--- config.mk ---
export PLATFORM = sky130hd
export DESIGN_NAME = lane_packer
export DESIGN_NICKNAME = d
export VERILOG_FILES = /design/src/rtl/lane_packer_pkg.sv /design/src/rtl/lane_packer_deser.sv /design/src/rtl/lane_packer.sv
export SDC_FILE = /design/constraint.sdc
export NUM_CORES = 1
export LEC_CHECK = 0
export ABC_AREA = 1
export ABC_CLOCK_PERIOD_IN_PS = 4400
export BUFFER_PORTS_ARGS = -buffer_cell sky130_fd_sc_hd__buf_2
export CAP_MARGIN = 5
export CORE_ASPECT_RATIO = 1.1
export CORE_UTILIZATION = 46
export DETAILED_ROUTE_END_ITERATION = 7
export PLACE_DENSITY = 0.69
export SLEW_MARGIN = 40
export SYNTH_ARGS = -nofsm -noshare
export SYNTH_HDL_FRONTEND = slang
export SYNTH_SLANG_ARGS = --single-unit
--- constraint.sdc ---
create_clock -name clk -period 4.4 [get_ports clk]
set_clock_uncertainty 0.2 [all_clocks]
set_input_delay 0.44 -clock clk [delete_from_list [all_inputs] [get_ports clk]]
set_output_delay 0.44 -clock clk [all_outputs]
set_load 0.01 [all_outputs]
--- src/rtl/lane_packer_pkg.sv ---
`default_nettype none
// ============================================================================
// Module      : lane_packer_pkg
// Description : Shared constants and types for the lane packer
//               (lane count, word width, lane index type, round-robin helper).
// Revision    : 1.0 - initial release
// ============================================================================
package lane_packer_pkg;

  localparam int LANES = 4;
  localparam int NIB_W = 4;

  typedef logic [1:0]       lane_idx_t;
  typedef logic [NIB_W-1:0] nib_t;

  // Lane index reached by stepping 'off' lanes past 'base', wrapping at LANES.
  function automatic lane_idx_t rr_idx(input lane_idx_t base, input int unsigned off);
    return base + lane_idx_t'(off);
  endfunction

endpackage
`default_nettype wire

--- src/rtl/lane_packer_deser.sv ---
`default_nettype none
// ============================================================================
// Module      : lane_deser
// Description : Per-lane LSB-first deserializer. Gathers NIB_W bits into a
//               shift register, hands completed words to a single holding
//               register, and flags a sticky overflow when a word completes
//               while the holding register is still occupied.
// Revision    : 1.0 - initial release
// ============================================================================
module lane_deser
  import lane_packer_pkg::*;
(
  input  logic             clk,
  input  logic             rst,
  input  logic             shift_en_i,
  input  logic             bit_i,
  input  logic             drain_i,
  output logic             full_o,
  output logic [NIB_W-1:0] hold_o,
  output logic             ovf_o
);

  localparam logic [1:0] C_LAST_CNT = 2'd3;

  logic [NIB_W-1:0] sh_q,   sh_d;
  logic [NIB_W-1:0] hold_q, hold_d;
  logic [1:0]       cnt_q,  cnt_d;
  logic             full_q, full_d;
  logic             ovf_q,  ovf_d;
  logic [NIB_W-1:0] w_shifted;

  assign w_shifted = {bit_i, sh_q[NIB_W-1:1]};

  // Next-state: shift, complete a word, or drop the completing bit on overflow.
  always_comb begin
    sh_d   = sh_q;
    cnt_d  = cnt_q;
    hold_d = hold_q;
    full_d = full_q & ~drain_i;
    ovf_d  = ovf_q;
    if (shift_en_i) begin
      if (cnt_q == C_LAST_CNT) begin
        // A drain in this same cycle frees the holding register in time.
        if (full_q && !drain_i) begin
          ovf_d = 1'b1;
        end else begin
          sh_d   = w_shifted;
          cnt_d  = 2'd0;
          hold_d = w_shifted;
          full_d = 1'b1;
        end
      end else begin
        sh_d  = w_shifted;
        cnt_d = cnt_q + 2'd1;
      end
    end
  end

  // State registers with synchronous reset.
  always_ff @(posedge clk) begin
    if (rst) begin
      sh_q   <= '0;
      hold_q <= '0;
      cnt_q  <= '0;
      full_q <= 1'b0;
      ovf_q  <= 1'b0;
    end else begin
      sh_q   <= sh_d;
      hold_q <= hold_d;
      cnt_q  <= cnt_d;
      full_q <= full_d;
      ovf_q  <= ovf_d;
    end
  end

  assign full_o = full_q;
  assign hold_o = hold_q;
  assign ovf_o  = ovf_q;

endmodule
`default_nettype wire

--- src/rtl/lane_packer.sv ---
`default_nettype none
// ============================================================================
// Module      : lane_packer
// Description : Routes single bits into LANES deserializers, then emits the
//               packed words through one valid/ready output register chosen
//               by a round-robin arbiter over lanes with a full holding word.
// Revision    : 1.0 - initial release
// ============================================================================
module lane_packer
  import lane_packer_pkg::*;
(
  input  logic             clk,
  input  logic             rst,
  input  logic             in_valid,
  input  logic [1:0]       in_sel,
  input  logic             in_bit,
  output logic             out_valid,
  input  logic             out_ready,
  output logic [NIB_W-1:0] out_data,
  output logic [1:0]       out_lane,
  output logic [LANES-1:0] ovf
);

  logic [LANES-1:0] w_full;
  logic [LANES-1:0] w_shift_en;
  logic [LANES-1:0] w_drain;
  logic [LANES-1:0] w_ovf;
  nib_t             w_hold [LANES];

  logic             w_any;
  lane_idx_t        w_sel;
  logic             w_load;

  logic             out_valid_q, out_valid_d;
  nib_t             out_data_q,  out_data_d;
  lane_idx_t        out_lane_q,  out_lane_d;
  lane_idx_t        rr_q,        rr_d;

  generate
    for (genvar g = 0; g < LANES; g++) begin : g_lane
      assign w_shift_en[g] = in_valid && (in_sel == lane_idx_t'(g));

      lane_deser u_deser (
        .clk        (clk),
        .rst        (rst),
        .shift_en_i (w_shift_en[g]),
        .bit_i      (in_bit),
        .drain_i    (w_drain[g]),
        .full_o     (w_full[g]),
        .hold_o     (w_hold[g]),
        .ovf_o      (w_ovf[g])
      );
    end
  endgenerate

  // Round-robin pick: first full lane at or after the rr pointer.
  always_comb begin
    w_any = 1'b0;
    w_sel = rr_q;
    for (int i = 0; i < LANES; i++) begin
      if (!w_any && w_full[rr_idx(rr_q, i)]) begin
        w_any = 1'b1;
        w_sel = rr_idx(rr_q, i);
      end
    end
  end

  // Output register is free when empty or being consumed this cycle.
  assign w_load = w_any && (!out_valid_q || out_ready);

  // Output register next-state, drain strobe and pointer advance.
  always_comb begin
    out_valid_d = out_valid_q;
    out_data_d  = out_data_q;
    out_lane_d  = out_lane_q;
    rr_d        = rr_q;
    w_drain     = '0;
    if (w_load) begin
      out_valid_d    = 1'b1;
      out_data_d     = w_hold[w_sel];
      out_lane_d     = w_sel;
      rr_d           = w_sel + lane_idx_t'(1);
      w_drain[w_sel] = 1'b1;
    end else if (out_ready) begin
      out_valid_d = 1'b0;
    end
  end

  // Output register and arbiter pointer with synchronous reset.
  always_ff @(posedge clk) begin
    if (rst) begin
      out_valid_q <= 1'b0;
      out_data_q  <= '0;
      out_lane_q  <= '0;
      rr_q        <= '0;
    end else begin
      out_valid_q <= out_valid_d;
      out_data_q  <= out_data_d;
      out_lane_q  <= out_lane_d;
      rr_q        <= rr_d;
    end
  end

  assign out_valid = out_valid_q;
  assign out_data  = out_data_q;
  assign out_lane  = out_lane_q;
  assign ovf       = w_ovf;

endmodule
`default_nettype wire
[Yosys cells after proc, flatten, opt, wreduce, memory -nomap -nowiden]
Index checks and enable logic that the tools add are counted.
W data, S select, Z words.
Word-level totals
  latch bits: 0
  RAM bits: 0
  memories: 0
  output and inout bits: 11
  input bits: 7
  logic and storage cells: 150
  bits in registers: 57
  ROM bits: 0
Cells by class
  mux-type cells: 51
  equal/unequal tests: 11
  add/sub/neg operators: 8
  $mul: 0
  divide/modulo/power cells: 0
  $lt $le $gt $ge: 7
  reduce and logical (&&, ||, !) cells: 36
  bitwise logic cells: 13
  shifts and indexed selects: 0
Operators with widths (number)
  $mux W4: 11
  $reduce_and A3 Y1: 8
  $mux W1: 23
  $mux W2: 11
  $lt A2 B3 Y1 const B: 5
  $logic_and A1 B1 Y1: 13
  $add A2 B1 Y2 const B: 6
  $eq A2 B2 Y1 const B: 6
  $bmux W1 S2: 4
  $bmux W4 S2: 1
  $logic_not A1 Y1: 8
  $ne A2 B2 Y1 const B: 4
  $not A1 Y1: 8
  $reduce_and A2 Y1: 4
  $add A2 B2 Y2 const B: 2
  $and A1 B1 Y1: 4
  $ge A3 B3 Y1 const B: 1
  $not A2 Y3: 1
  $demux W1 S2: 1
  $eq A2 B1 Y1 const B: 1
  $ge A2 B1 Y1 const B: 1
  $logic_not A2 Y1: 1
  $reduce_bool A2 Y1: 1
  $logic_or A1 B1 Y1: 1

[Logic depth before layout (Yosys ltp)]
Gate-level depths: netlist of run 1.
  word-level depth: 22
  mapped depth: 18
  gate-level depth less buffers: 17

[Cells and area by module]
A second synthesis of run 1 with hierarchy kept.
Second synthesis, totals
  cells, all modules: 455
  area total of the unflattened synthesis: 3001.6 sq um
Modules (own cells, without submodules)
  lane_deser: area an instance 489.2 sq um, instances 4, seq. area each 220.2 sq um, cells each 69
  lane_packer: area an instance 1044.8 sq um, instances 1, seq. area each 180.2 sq um, cells each 179

[Worst setup path before layout of run 1]
Ideal clock, no wire load.
  path type: flip-flop to flip-flop
  from: register rr_q[1]
  to: register g_lane[2].u_deser.cnt_q[1]
  path buffers: 1
  setup slack: 2319 ps
  stages on the path, launching flop included: 18
  period minus slack after synthesis: 2081 ps
  required time: 4087 ps
  setup time: 113 ps
  arrival time: 1768 ps
  path through: dfxtp_1 buf_4 inv_2 nand2_1 nand2_2 nand2_1 nand2_1 nand3_2 nor2_4 nor2_8 inv_4 nor2_8 nand2_4 nand3_2 nand2_4 clkinv_2 nor2_1 nor2_1
Between the ends
  word-level cells in the longest chain between the ends: 21
  elaborated cells on any way between the ends: 35
  classes of those cells: 3 x add/sub; 2 x order compare; 1 x eq/ne; 18 x mux; 11 x reduce/logical
RTL lines
  from (decl): RTL line lane_packer.sv:37  | lane_idx_t rr_q, rr_d;
  from (signal assigned): RTL line lane_packer.sv:100  | rr_q <= rr_d;
  parallel branches: the longest is 16 deep, another holds $lt A2 B3 Y1
  $mux W4 *: RTL line lane_packer.sv:78  | if (w_load) begin
  $logic_not A1 Y1 *: RTL line lane_packer_deser.sv:44  | if (full_q && !drain_i) begin
  $logic_and A1 B1 Y1 *: RTL line lane_packer_deser.sv:44
  $ne A2 B2 Y1 (no source line) *
  $reduce_and A2 Y1 (no source line) *
  to (signal assigned): RTL line lane_packer_deser.sv:70  | cnt_q <= cnt_d;
  to (decl): RTL line lane_packer_deser.sv:27  | logic [1:0] cnt_q, cnt_d;
Every way passes the cells marked *. The select of a mux whose other input is x is not followed.
A chain may end at the register's enable or synchronous reset.

[Final worst setup path of run 1]
  from: register rr_q[0]
  to: register g_lane[2].u_deser.hold_q[0]
Between the ends
  word-level cells in the longest chain between the ends: 21
  elaborated cells on any way between the ends: 35
  classes of those cells: 3 x add/sub; 2 x order compare; 18 x mux; 1 x bitwise; 11 x reduce/logical
RTL lines
  parallel branches: the longest is 16 deep, another holds $lt A2 B3 Y1
  $mux W4 *: RTL line lane_packer.sv:78
  $logic_not A1 Y1 *: RTL line lane_packer_deser.sv:44
  $logic_and A1 B1 Y1 *: RTL line lane_packer_deser.sv:44
  $not A1 Y1 (no source line) *
  $reduce_and A3 Y1 (no source line) *
  to (signal assigned): RTL line lane_packer_deser.sv:69  | hold_q <= hold_d;
  to (decl): RTL line lane_packer_deser.sv:26  | logic [NIB_W-1:0] hold_q, hold_d;
Marks and branches as above.

==> results by group, run 1 <==
Worst setup path
  – CP Cell Sequence: inv_2 > nand2_1 > nand2_2 > nand2_1 > nand2_1 > nand3_2 > nor2_4 > nor2_8 > inv_4 > nor2_8 > nand2_4 > nand2_2 > nand2_1 > nand2_1 > a21oi_1
  – Nature of the critical path endpoint: flop
  – Critical path type: reg -> reg
  – Critical Path Source Type: flop
  – CP Max Fanout: 15
  – Crit Reg-Reg Startpoint: rr_q[0]$_SDFFE_PP0P_
  – FF-to-FF End: g_lane[2].u_deser.hold_o[0]$_SDFFE_PP0P_
  – Buf+Inv Stages, Crit Path: 2
  – Critical path data required time: 4.37 ns
  – Path depth of the worst reg2reg path: 15
  – CP peak stage delay: 0.62 ns
  – Most used cell, CP: nand2_1
  – Critical-path top delay cell: dfxtp_1
  – CP arrival: 2.58 ns
  – Top delay family on crit path: simple AND/OR/NAND/NOR gates
  – Worst reg-to-reg setup slack: 1.80 ns

Routing
  – Routed wire length per instance: 12.0 µm
  – Pre-antenna DRT Iters: 4
  – Total Routed Length: 5870 µm
  – DR iter-0 viols: 131
  – DRC viols: 0
  – Antenna-violating nets left: 0
  – Vias: 2492
  – DR vias/cell: 5.10

STA
  – Worst Tran Pin Value: 0.737 ns
  – Tmin final: 2.60 ns
  – RSZ-0062 raised after global routing: no
  – Final Max Slew Viols: 0
  – Setup violations, final: 0
  – Relative slew slack: 0.505
  – Endpoints failing hold: 0
  – Final period utilization: 0.592
  – Setup_tns: 0 ns
  – Fmax: 0.384 GHz
  – Post-route setup slack: 1.80 ns

Clock tree
  – Hold Buf Count CTS: 0
  – CTS tree: built
  – Sink Count: 53
  – TritonCTS Buffers: 5
  – Worst skew pair latency: 0.30 ns
  – CTS root buf: clkbuf_8
  – CTS clk-pin slew, worst paths: 0.10 ns
  – CTS resizes: 0
  – Clock Tree Buf Depth: 2
  – H-tree depth: 2
  – Post-CTS Setup Bufs: 0

Logic synthesis
  – Post-synthesis area per instance: 7.06 µm²
  – Synth top area share: 0.376
  – Seq/Total Area, Yosys: 0.376
  – YS warnings: 0
  – Adder-cell share of the synthesized area: 0.0177
  – Post-synthesis mux area share: 0
  – Cells after synthesis: 400
  – Synth Area in XOR/XNOR: 0
  – Synth Area in Compound Gates: 0.0775
  – Post-Synth Simple-Gate Area: 0.453
  – Syn Nets: 411
  – Number of synthesized flops with an enable pin: 0
  – FF+latch count, synth: 53
  – Asr flop ratio synth: 0
  – Synth top area cells: dfxtp_1, nand2_1, nor2_1, nand3_1, a21oi_1
  – Main synth FF type: dfxtp_1
  – Main combinational cell family by area after synthesis: simple AND/OR/NAND/NOR gates
  – Post-synth design cell area: 2830 µm²
  – Yosys cell types: 31
  – Cell taking the most area after synthesis: dfxtp_1

GRT
  – GRT overflow: 0
  – Antenna violations before repair: 0
  – Vias in the first global route: 2365
  – Largest net degree at the start of global routing: 32
  – First-pass GRT wire length: 10300 µm
  – GRT Util Overall: 0.198

Hold path
  – Worst Min Path Start: g_lane[2].u_deser.ovf_o$_SDFFE_PP0P_
  – Hold path endpoint: g_lane[2].u_deser.ovf_o$_SDFFE_PP0P_
  – Hold WC Path Type: reg -> reg
  – Worst Hold Depth: 1

Pwr
  – Worst VDD drop: 0.000237 V
  – Leakage: 0.00130 µW
  – P per Cell Area: 503 nW/µm²

Run status
  – Outcome: completed

Place
  – Gp weighted congestion: 0.884
  – IO buf count: 17
  – Final HPWL DP: 4420 µm
  – Place WS: 1.82 ns

Layout
  – Fill cells: 589
  – N_diodes: 0
  – Share of cells above drive strength 1: 0.172
  – Most frequent cells in the layout: nand2_1, nor2_1, dfxtp_1, nand3_1, inv_1
  – Area Growth Syn to Fin: 8.06%
  – Multi-input logic area: 1560 µm²
  – Register Area: 1060 µm²
  – Post-layout util: 0.523
  – Commonest non-fill, non-tap cell in the layout: nand2_1
  – Nets: 422

Die
  – Initial Util: 0.484
  – Die area: 6460 µm²
  – Num rows: 29
  – Die X: 76.7 µm
  – Core area: 5840 µm²
  – Die height: 84.2 µm
  – # IOs: 18

Run
  – Max-cap violations: 0
==> power breakdown <==
part	switching [µW]	internal, µW
combinational	424	200
clock	157	185
sequential	43.4	526
==> per-layer routing <==
layer,up-vias,track usage,wire (µm)
met1,1125,0.232,2690
met3,10,0.0304,207
met5,-,0,0
met2,46,0.355,2850
li1,1311,-,-
met4,0,0.0909,127
==> state kept, by name, indices dropped and copies added (netlist names) <==
signal	cells
g_lane.u_deser.cnt_q	8
out_lane	2
g_lane.u_deser.sh_q	12
g_lane.u_deser.ovf_o	4
out_data	4
out_valid	1
g_lane.u_deser.hold_o	16
g_lane.u_deser.full_o	4
rr_q	2
==> layout make-up <==
type                    instances  share of cell area
well taps                      77              0.0316
inverters                      35              0.0443
clock inverters                 2              0.0123
flip-flops and latches         53               0.348
clock buffers                   6              0.0270
multi-input cells             299               0.509
repair buffers                 17              0.0279
==> Yosys cell counts, types with 2 or more instances <==
cell type	count
inv_2	5
nor2_1	56
clkbuf_1	5
nor2_8	2
nand3_1	40
dfxtp_1	53
nand3_2	9
nand2_2	15
nor3_1	4
nand4_4	2
ha_1	4
nand4_1	2
buf_4	6
o21ai_1	4
nand4_2	2
o21a_1	4
a21oi_1	25
nand2_4	6
nand2_1	105
nand3b_1	9
inv_1	27
o21ai_0	6
==> worst max path at each step <==
stage,startpoint,to,slack (ns),cells after the start
2_1_floorplan,rr_q[1]$_SDFFE_PP0P_,g_lane[2].u_deser.cnt_q[1]$_SDFFE_PP0P_,2.32,17
3_3_place_gp,rr_q[0]$_SDFFE_PP0P_,g_lane[2].u_deser.hold_o[2]$_SDFFE_PP0P_,1.87,15
3_5_place_dp,rr_q[0]$_SDFFE_PP0P_,g_lane[2].u_deser.hold_o[3]$_SDFFE_PP0P_,1.82,15
4_1_cts,rr_q[0]$_SDFFE_PP0P_,g_lane[2].u_deser.hold_o[3]$_SDFFE_PP0P_,1.81,15
5_1_grt,rr_q[0]$_SDFFE_PP0P_,out_data[3]$_SDFFE_PP0P_,1.51,15
6_report,rr_q[0]$_SDFFE_PP0P_,g_lane[2].u_deser.hold_o[0]$_SDFFE_PP0P_,1.80,15
==> per-stage QoR <==
step	total power [µW]	hold WS, ns	instance area, µm²	cells
5_1_grt	1660	0.284	3050	489
3_5_place_dp	1210	0.248	2930	481
6_report	1540	0.270	3050	489
2_1_floorplan	1100	0.240	2830	400
3_3_place_gp	1200	0.243	2930	481
4_1_cts	1550	0.271	3050	489
==> kinds of logic after synthesis <==
kind of cell	count (synthesis)
buf+inv	48
flops	53
compound gates	41
fa+ha+maj	4
simple gates	254
No activity file was read; power rests on OpenSTA's default activity.
==> run 2, diff against run 1 <==
--- a/config.mk
+++ b/config.mk
@@ -5,8 +5,8 @@
 export SDC_FILE = /design/constraint.sdc
 export NUM_CORES = 1
 export LEC_CHECK = 0
-export ABC_AREA = 1
-export ABC_CLOCK_PERIOD_IN_PS = 4400
+export ABC_AREA = 0
+export ABC_CLOCK_PERIOD_IN_PS = 2650
 export BUFFER_PORTS_ARGS = -buffer_cell sky130_fd_sc_hd__buf_2
 export CAP_MARGIN = 5
 export CORE_ASPECT_RATIO = 1.1
==> constraint.sdc (replaced) <==
create_clock -name clk -period 2.65 [get_ports clk]
set_clock_uncertainty 0.2 [all_clocks]
set_input_delay 0.265 -clock clk [delete_from_list [all_inputs] [get_ports clk]]
set_output_delay 0.265 -clock clk [all_outputs]
set_load 0.01 [all_outputs]
==> run 2 against run 1 <==
First-iteration DRC count increased by 31%. Maximum frequency increased by 13%. Largest cell class unchanged. Critical path depth decreased by 10. Register-to-register slack got worse by 1.5 ns.
==> results by group, run 2 <==
Logic synthesis
  – YS warnings: 0 (unchanged)
  – Yosys cell types: 56 (+81%)
  – FF+latch count, synth: 53 (unchanged)
  – Number of synthesized flops with an enable pin: 0 (unchanged)
  – Seq/Total Area, Yosys: 0.379 (+0.00370)
  – Post-synthesis area per instance: 9.05 µm² (+28%)
  – Synth top area cells: dfxtp_1, mux2i_1, nand2_1, or4_1, nor4b_1
  – Post-synth design cell area: 2800 µm² (-0.97%)
  – Top cells by count, synth: dfxtp_1, nand2_1, mux2i_1
  – Count leader, synth: dfxtp_1
  – Cells after synthesis: 309 (-23%)
  – Cell taking the most area after synthesis: dfxtp_1
  – Main synth FF type: dfxtp_1
  – Synth top area share: 0.379 (+0.00370)
  – Syn Nets: 320 (-22%)
  – Asr flop ratio synth: 0 (unchanged)

Worst setup path
  – Crit Reg-Reg Startpoint: g_lane[3].u_deser.full_o$_SDFF_PP0_
  – Critical path data required time: 2.71 ns (-1.66 ns)
  – CP Max Fanout: 16 (+1)
  – Nature of the critical path endpoint: flop
  – CP arrival: 2.36 ns (-0.22 ns)
  – Critical path type: reg -> reg
  – FF-to-FF End: g_lane[2].u_deser.sh_q[1]$_SDFFE_PP0P_
  – Worst reg-to-reg setup slack: 0.35 ns (-1.45 ns)
  – Path depth of the worst reg2reg path: 5 (-10)
  – Critical Path Source Type: flop

Routing
  – DRC viols: 0 (unchanged)
  – Vias: 2354 (-5.5%)
  – Antenna-violating nets left: 0 (unchanged)
  – DR vias/cell: 5.96 (+17%)
  – DR iter-0 viols: 172 (+31%)
  – Routed wire length per instance: 16.2 µm (+35%)
  – Pre-antenna DRT Iters: 4 (unchanged)
  – Total Routed Length: 6400 µm (+9.1%)

STA
  – Endpoints failing hold: 0 (unchanged)
  – Worst Tran Pin Value: 0.580 ns (-0.157 ns)
  – RSZ-0062 raised after global routing: no
  – Setup_tns: 0 ns (unchanged)
  – Fin Hold WS: 0.0406 ns (-0.229 ns)
  – Final period utilization: 0.870 (+0.278)
  – Setup violations, final: 0 (unchanged)
  – Final Max Slew Viols: 0 (unchanged)
  – Tmin final: 2.30 ns (-0.299 ns)
  – Fmax: 0.434 GHz (+13%)
  – Relative slew slack: 0.612 (+0.107)

Place
  – IO buf count: 17 (unchanged)
  – Gp weighted congestion: 0.858 (-3.0%)
  – Placed insts: 387 (-20%)
  – DP Area: 2940 µm² (+0.26%)
  – Final HPWL DP: 4520 µm (+2.3%)

Clock tree
  – CTS resizes: 0 (unchanged)
  – CTS tree: built
  – Post-CTS Setup Bufs: 0 (unchanged)
  – Worst skew pair latency: 0.32 ns (+0.02 ns)
  – CTS clk-pin slew, worst paths: 0.11 ns (about the same)
  – TritonCTS Buffers: 5 (unchanged)
  – CTS root buf: clkbuf_8
  – H-tree depth: 2 (unchanged)
  – Sink Count: 53 (unchanged)
  – Hold Buf Count CTS: 0 (unchanged)
  – Clock Tree Buf Depth: 2 (unchanged)

GRT
  – Vias in the first global route: 2264 (-4.3%)
  – Antenna violations before repair: 0 (unchanged)
  – Largest net degree at the start of global routing: 41 (+28%)
  – First-pass GRT wire length: 10800 µm (+4.9%)
  – GRT overflow: 0 (unchanged)
  – GRT Util Overall: 0.211 (+0.0127)

Layout
  – Nets: 328 (-22%)
  – Most frequent cells in the layout: dfxtp_1, nand2_1, mux2i_1, buf_2, nand3_1
  – Layout Cells excl Fill: 395 (-19%)
  – Post-layout util: 0.523 (+0.000680)
  – Commonest non-fill, non-tap cell in the layout: dfxtp_1
  – Max FFs per register: 16 (unchanged)
  – Area Growth Syn to Fin: 8.59%
  – N_diodes: 0 (unchanged)
  – Share of cells above drive strength 1: 0.157 (-0.0151)
  – Final cell area excluding filler cells: 3040 µm² (-0.49%)

Hold path
  – Worst Min Path Start: out_ready
  – Worst Hold Depth: 4 (+3)
  – Hold WC Path Type: in -> reg
  – Hold path endpoint: out_valid$_SDFFE_PP0P_

Die
  – Initial Util: 0.482 (-0.00172)
  – Num rows: 29 (unchanged)
  – Die area: 6400 µm² (-0.95%)
  – Core area: 5810 µm² (-0.62%)
  – Die X: 76.4 µm (-0.48%)
  – Die height: 83.8 µm (-0.48%)
  – # IOs: 18 (unchanged)

Pwr
  – Leakage: 0.00118 µW (-9.4%)
  – Worst VDD drop: 0.000389 V (+64%)
  – P per Cell Area: 456 nW/µm² (-9.4%)

Run
  – Max-cap violations: 0 (unchanged)

Run status
  – Outcome: completed
==> run 2: cell count changes after synthesis, sizes merged, moves of 20 or more <==
cell | previous run | this run
mux2i | 0 | 20
nand2 | 126 | 48
inv | 33 | 2
nand3 | 49 | 13
nor2 | 60 | 12
==> run 2: report_power, final <==
part / total (µW) / switching [µW] / internal [µW] / leakage [µW]
combinational: 72.8 / 47.0 / 25.8 / 0.000699
sequential: 807 / 4.04 / 803 / 0.000428
clock: 505 / 305 / 200 / 0.0000511
total: 1380 / 356 / 1030 / 0.00118
==> run 2: routing by layer <==
layer	part of all wire	global-route usage
met5	0	0
met4	0.020	0.0962
met3	0.035	0.0317
met2	0.46	0.353
met1	0.48	0.267
==> run 2: worst max-delay path by stage <==
stage / from / end / slack [ns]
6_report: g_lane[3].u_deser.full_o$_SDFF_PP0_ / g_lane[2].u_deser.sh_q[1]$_SDFFE_PP0P_ / 0.35
5_1_grt: g_lane[3].u_deser.full_o$_SDFF_PP0_ / g_lane[3].u_deser.ovf_o$_SDFFE_PP0P_ / 0.18
4_1_cts: g_lane[3].u_deser.full_o$_SDFF_PP0_ / g_lane[2].u_deser.sh_q[2]$_SDFFE_PP0P_ / 0.37
3_5_place_dp: g_lane[3].u_deser.full_o$_SDFF_PP0_ / g_lane[2].u_deser.cnt_q[1]$_SDFFE_PP0P_ / 0.40
3_3_place_gp: g_lane[3].u_deser.full_o$_SDFF_PP0_ / g_lane[1].u_deser.cnt_q[0]$_SDFFE_PP0P_ / 0.44
2_1_floorplan: g_lane[1].u_deser.full_o$_SDFF_PP0_ / g_lane[1].u_deser.cnt_q[0]$_SDFFE_PP0P_ / 0.70
==> run 2: through the flow <==
step,power [µW],worst slack (ns)
after floorplan,873,0.697
after detailed placement,897,0.396
after global placement,896,0.438
after global routing,1440,0.183
final,1380,0.345
after CTS,1400,0.366
==> run 2: worst max-delay path, stage by stage (launching register included) <==
cell and delay [ns]:
dfxtp_1 0.53, nor2b_1 0.11, o21a_2 0.28, nor3_4 0.51, o31a_1 0.40, mux2i_1 0.21
==> run 2: logic make-up (layout without fill, tap and decap cells) <==
group | Yosys count | in the layout | share of synthesized area
and+or+nand+nor | 121 | 121 | 0.246
DFF | 53 | 53 | 0.379
adders and majority gates | 4 | 4 | 0.0179
buffers and inverters | 28 | 37 | 0.0479
AOI/OAI and AO/OA | 83 | 83 | 0.238
muxes | 20 | 20 | 0.0716
==> run 2: layout make-up <==
cell class                      count  area [µm²]
Inverter                            2        7.51
Multi-Input combinational cell    228        1600
Fill cell                         557        2770
Clock inverter                      3        28.8
Clock buffer                        5        68.8
Tap cell                           77        96.3
Sequential cell                    53        1060
Timing Repair Buffer               27         173
==> run 3, diff against run 2 <==
--- a/config.mk
+++ b/config.mk
@@ -9,10 +9,12 @@
 export ABC_CLOCK_PERIOD_IN_PS = 2650
 export BUFFER_PORTS_ARGS = -buffer_cell sky130_fd_sc_hd__buf_2
 export CAP_MARGIN = 5
+export CELL_PAD_IN_SITES_DETAIL_PLACEMENT = 1
+export CELL_PAD_IN_SITES_GLOBAL_PLACEMENT = 1
 export CORE_ASPECT_RATIO = 1.1
 export CORE_UTILIZATION = 46
 export DETAILED_ROUTE_END_ITERATION = 7
-export PLACE_DENSITY = 0.69
+export PLACE_DENSITY = 0.84
 export SLEW_MARGIN = 40
 export SYNTH_ARGS = -nofsm -noshare
 export SYNTH_HDL_FRONTEND = slang
==> run 3 against run 2 <==
Hold slack better by 0.0040 ns. Count of clock-buffer cells in the layout stayed put. Final area is 0.45% higher. Sequential cell count stayed put. First-iteration DRC count is 7.0% higher. Worst setup slack worse by 0.048 ns. Non-clock buffer count is 4 higher. Die area stayed put. Combinational power hardly changed. Critical endpoint is now g_lane[0].u_deser.hold_o[1]$_SDFFE_PP0P_. Highest routed layer unchanged.
==> results by group, run 3 (synthesis results as in run 2) <==
Run status
  – Outcome: completed

Worst setup path
  – Crit Reg-Reg Startpoint: g_lane[2].u_deser.full_o$_SDFF_PP0_
  – Last element of the critical path: g_lane[0].u_deser.hold_o[1]$_SDFFE_PP0P_
  – Buf+Inv Stages, Crit Path: 1 (+1)
  – CP Cell Sequence: nor2b_1 > o21a_2 > nor3_4 > buf_4 > or4_1 > o311ai_1
  – CP peak stage delay: 0.53 ns (about the same)
  – Top delay family on crit path: simple AND/OR/NAND/NOR gates
  – CP arrival: 2.38 ns (+0.02 ns)
  – Crit path from: g_lane[2].u_deser.full_o$_SDFF_PP0_
  – Critical Path Stages: 6 (+1)
  – CP Max Fanout: 14 (-2)
  – Path depth of the worst reg2reg path: 6 (+1)
  – Critical path type: reg -> reg
  – Nature of the critical path endpoint: flop
  – Worst reg-to-reg setup slack: 0.30 ns (-0.05 ns)
  – Critical-path top delay cell: or4_1
  – Critical path data required time: 2.68 ns (-0.03 ns)
  – Critical Path Source Type: flop
  – FF-to-FF End: g_lane[0].u_deser.hold_o[1]$_SDFFE_PP0P_

Die
  – Initial Util: 0.482 (unchanged)
  – Die area: 6400 µm² (unchanged)
  – # IOs: 18 (unchanged)
  – Die height: 83.8 µm (unchanged)
  – Core area: 5810 µm² (unchanged)
  – Num rows: 29 (unchanged)
  – Die X: 76.4 µm (unchanged)

Clock tree
  – Hold Buf Count CTS: 0 (unchanged)
  – CTS tree: built
  – Clock Tree Buf Depth: 2 (unchanged)
  – Post-CTS Setup Bufs: 0 (unchanged)
  – H-tree depth: 2 (unchanged)
  – Worst skew pair latency: 0.32 ns (about the same)
  – CTS root buf: clkbuf_8
  – CTS resizes: 0 (unchanged)
  – TritonCTS Buffers: 5 (unchanged)
  – Sink Count: 53 (unchanged)
  – CTS clk-pin slew, worst paths: 0.11 ns (about the same)

Pwr
  – Internal power: 1020 µW (-0.91%)
  – P per Cell Area: 451 nW/µm² (-1.1%)
  – Clock share of power: 0.360 (-0.005)
  – Switching Power: 356 µW (about the same)
  – Worst VDD drop: 0.000265 V (-32%)
  – Leakage: 0.00118 µW (+0.54%)
  – Seq pwr share: 0.587 (+0.004)
  – Design Power: 1380 µW (-0.69%)
  – Sw Ratio: 0.259 (+0.00159)
  – Comb pwr share: 0.053 (about the same)

STA
  – Fmax: 0.425 GHz (-2.0%)
  – Final Max Slew Viols: 0 (unchanged)
  – RSZ-0062 raised after global routing: no
  – Setup_tns: 0 ns (unchanged)
  – Endpoints failing hold: 0 (unchanged)
  – Worst Tran Pin Value: 0.470 ns (-0.109 ns)
  – Final period utilization: 0.888 (+0.0180)
  – Tmin final: 2.35 ns (+0.0477 ns)
  – Setup violations, final: 0 (unchanged)
  – Relative slew slack: 0.684 (+0.0715)

GRT
  – GRT Util Overall: 0.242 (+0.0308)
  – Vias in the first global route: 2482 (+9.6%)
  – Antenna violations before repair: 0 (unchanged)
  – First-pass GRT wire length: 12300 µm (+14%)
  – Largest net degree at the start of global routing: 27 (-34%)
  – GRT overflow: 0 (unchanged)

Place
  – Gp weighted congestion: 0.862 (+0.52%)
  – Final HPWL DP: 5340 µm (+18%)
  – Placed insts: 391 (+1.0%)
  – IO buf count: 17 (unchanged)

Layout
  – Commonest non-fill, non-tap cell in the layout: dfxtp_1
  – Most frequent cells in the layout: dfxtp_1, nand2_1, mux2i_1, buf_2, buf_4
  – Max FFs per register: 16 (unchanged)
  – Area Growth Syn to Fin: 9.08%
  – Share of cells above drive strength 1: 0.168 (+0.0105)
  – Post-layout util: 0.526 (+0.00237)
  – Layout Cells excl Fill: 399 (+1.0%)
  – N_diodes: 0 (unchanged)
  – Nets: 332 (+1.2%)

Routing
  – Vias: 2519 (+7.0%)
  – DR vias/cell: 6.31 (+5.9%)
  – DR iter-0 viols: 184 (+7.0%)
  – Total Routed Length: 7490 µm (+17%)
  – Antenna-violating nets left: 0 (unchanged)
  – DRC viols: 0 (unchanged)
  – Routed wire length per instance: 18.8 µm (+16%)
  – Pre-antenna DRT Iters: 4 (unchanged)

Hold path
  – Worst Hold Depth: 4 (unchanged)
  – Hold WC Path Type: in -> reg

Run
  – Max-cap violations: 0 (unchanged)
## run 3: cell types whose count changed in the layout (fill, tap and decap cells not counted)
cell	delta
buf_4	+5
clkinvlp_4	+1
inv_8	-1
buf_12	-1
inv_6	-1
clkinv_4	+1
## run 3: stage by stage
step | cell area [µm²] | hold WS, ns | worst slack (ns)
after CTS | 3050 | 0.0436 | 0.325
after global placement | 2960 | 0.230 | 0.447
after floorplan | 2800 | 0.226 | 0.697
after detailed placement | 2960 | 0.241 | 0.362
after global routing | 3050 | 0.0666 | 0.191
final | 3050 | 0.0446 | 0.298
## run 3: power by group through the flow
stage / logic (µW) / registers (µW) / clock network [µW]
floorplan: 48.8 / 824 / 0
global placement: 71.2 / 825 / 0
detailed placement: 72.9 / 826 / 0
CTS: 73.4 / 807 / 499
global route: 79.5 / 809 / 534
finish: 72.9 / 807 / 495
## run 3: worst min-delay path by stage
stage | startpoint | to | slack (ns)
after floorplan | g_lane[2].u_deser.ovf_o$_SDFFE_PP0P_ | g_lane[2].u_deser.ovf_o$_SDFFE_PP0P_ | 0.23
after global placement | g_lane[2].u_deser.ovf_o$_SDFFE_PP0P_ | g_lane[2].u_deser.ovf_o$_SDFFE_PP0P_ | 0.23
after detailed placement | g_lane[2].u_deser.ovf_o$_SDFFE_PP0P_ | g_lane[2].u_deser.ovf_o$_SDFFE_PP0P_ | 0.24
after CTS | out_ready | out_valid$_SDFFE_PP0P_ | 0.04
after global routing | out_ready | out_valid$_SDFFE_PP0P_ | 0.07
final | out_ready | out_valid$_SDFFE_PP0P_ | 0.04
## run 3: layer usage
metal  GRT usage  share of wire  vias to the layer above
li1            -              -                     1214
met1       0.300           0.44                     1227
met2       0.414           0.49                       65
met3      0.0459          0.045                       13
met4      0.0874          0.021                        0
met5           0              0                        -
## run 3: final cells by class
| class | instances | area [µm²] |
|---|---|---|
| Tap cell | 77 | 96.3 |
| Timing Repair Buffer | 31 | 190 |
| Clock inverter | 3 | 25.0 |
| Inverter | 2 | 7.51 |
| Multi-Input combinational cell | 228 | 1600 |
| Clock buffer | 5 | 68.8 |
| Sequential cell | 53 | 1060 |
| Fill cell | 687 | 2750 |
## run 3: worst min-delay path, cell delays in order
cell and delay [ns]:
buf_2 0.07, inv_1 0.07, nand2_1 0.07, a21oi_1 0.05
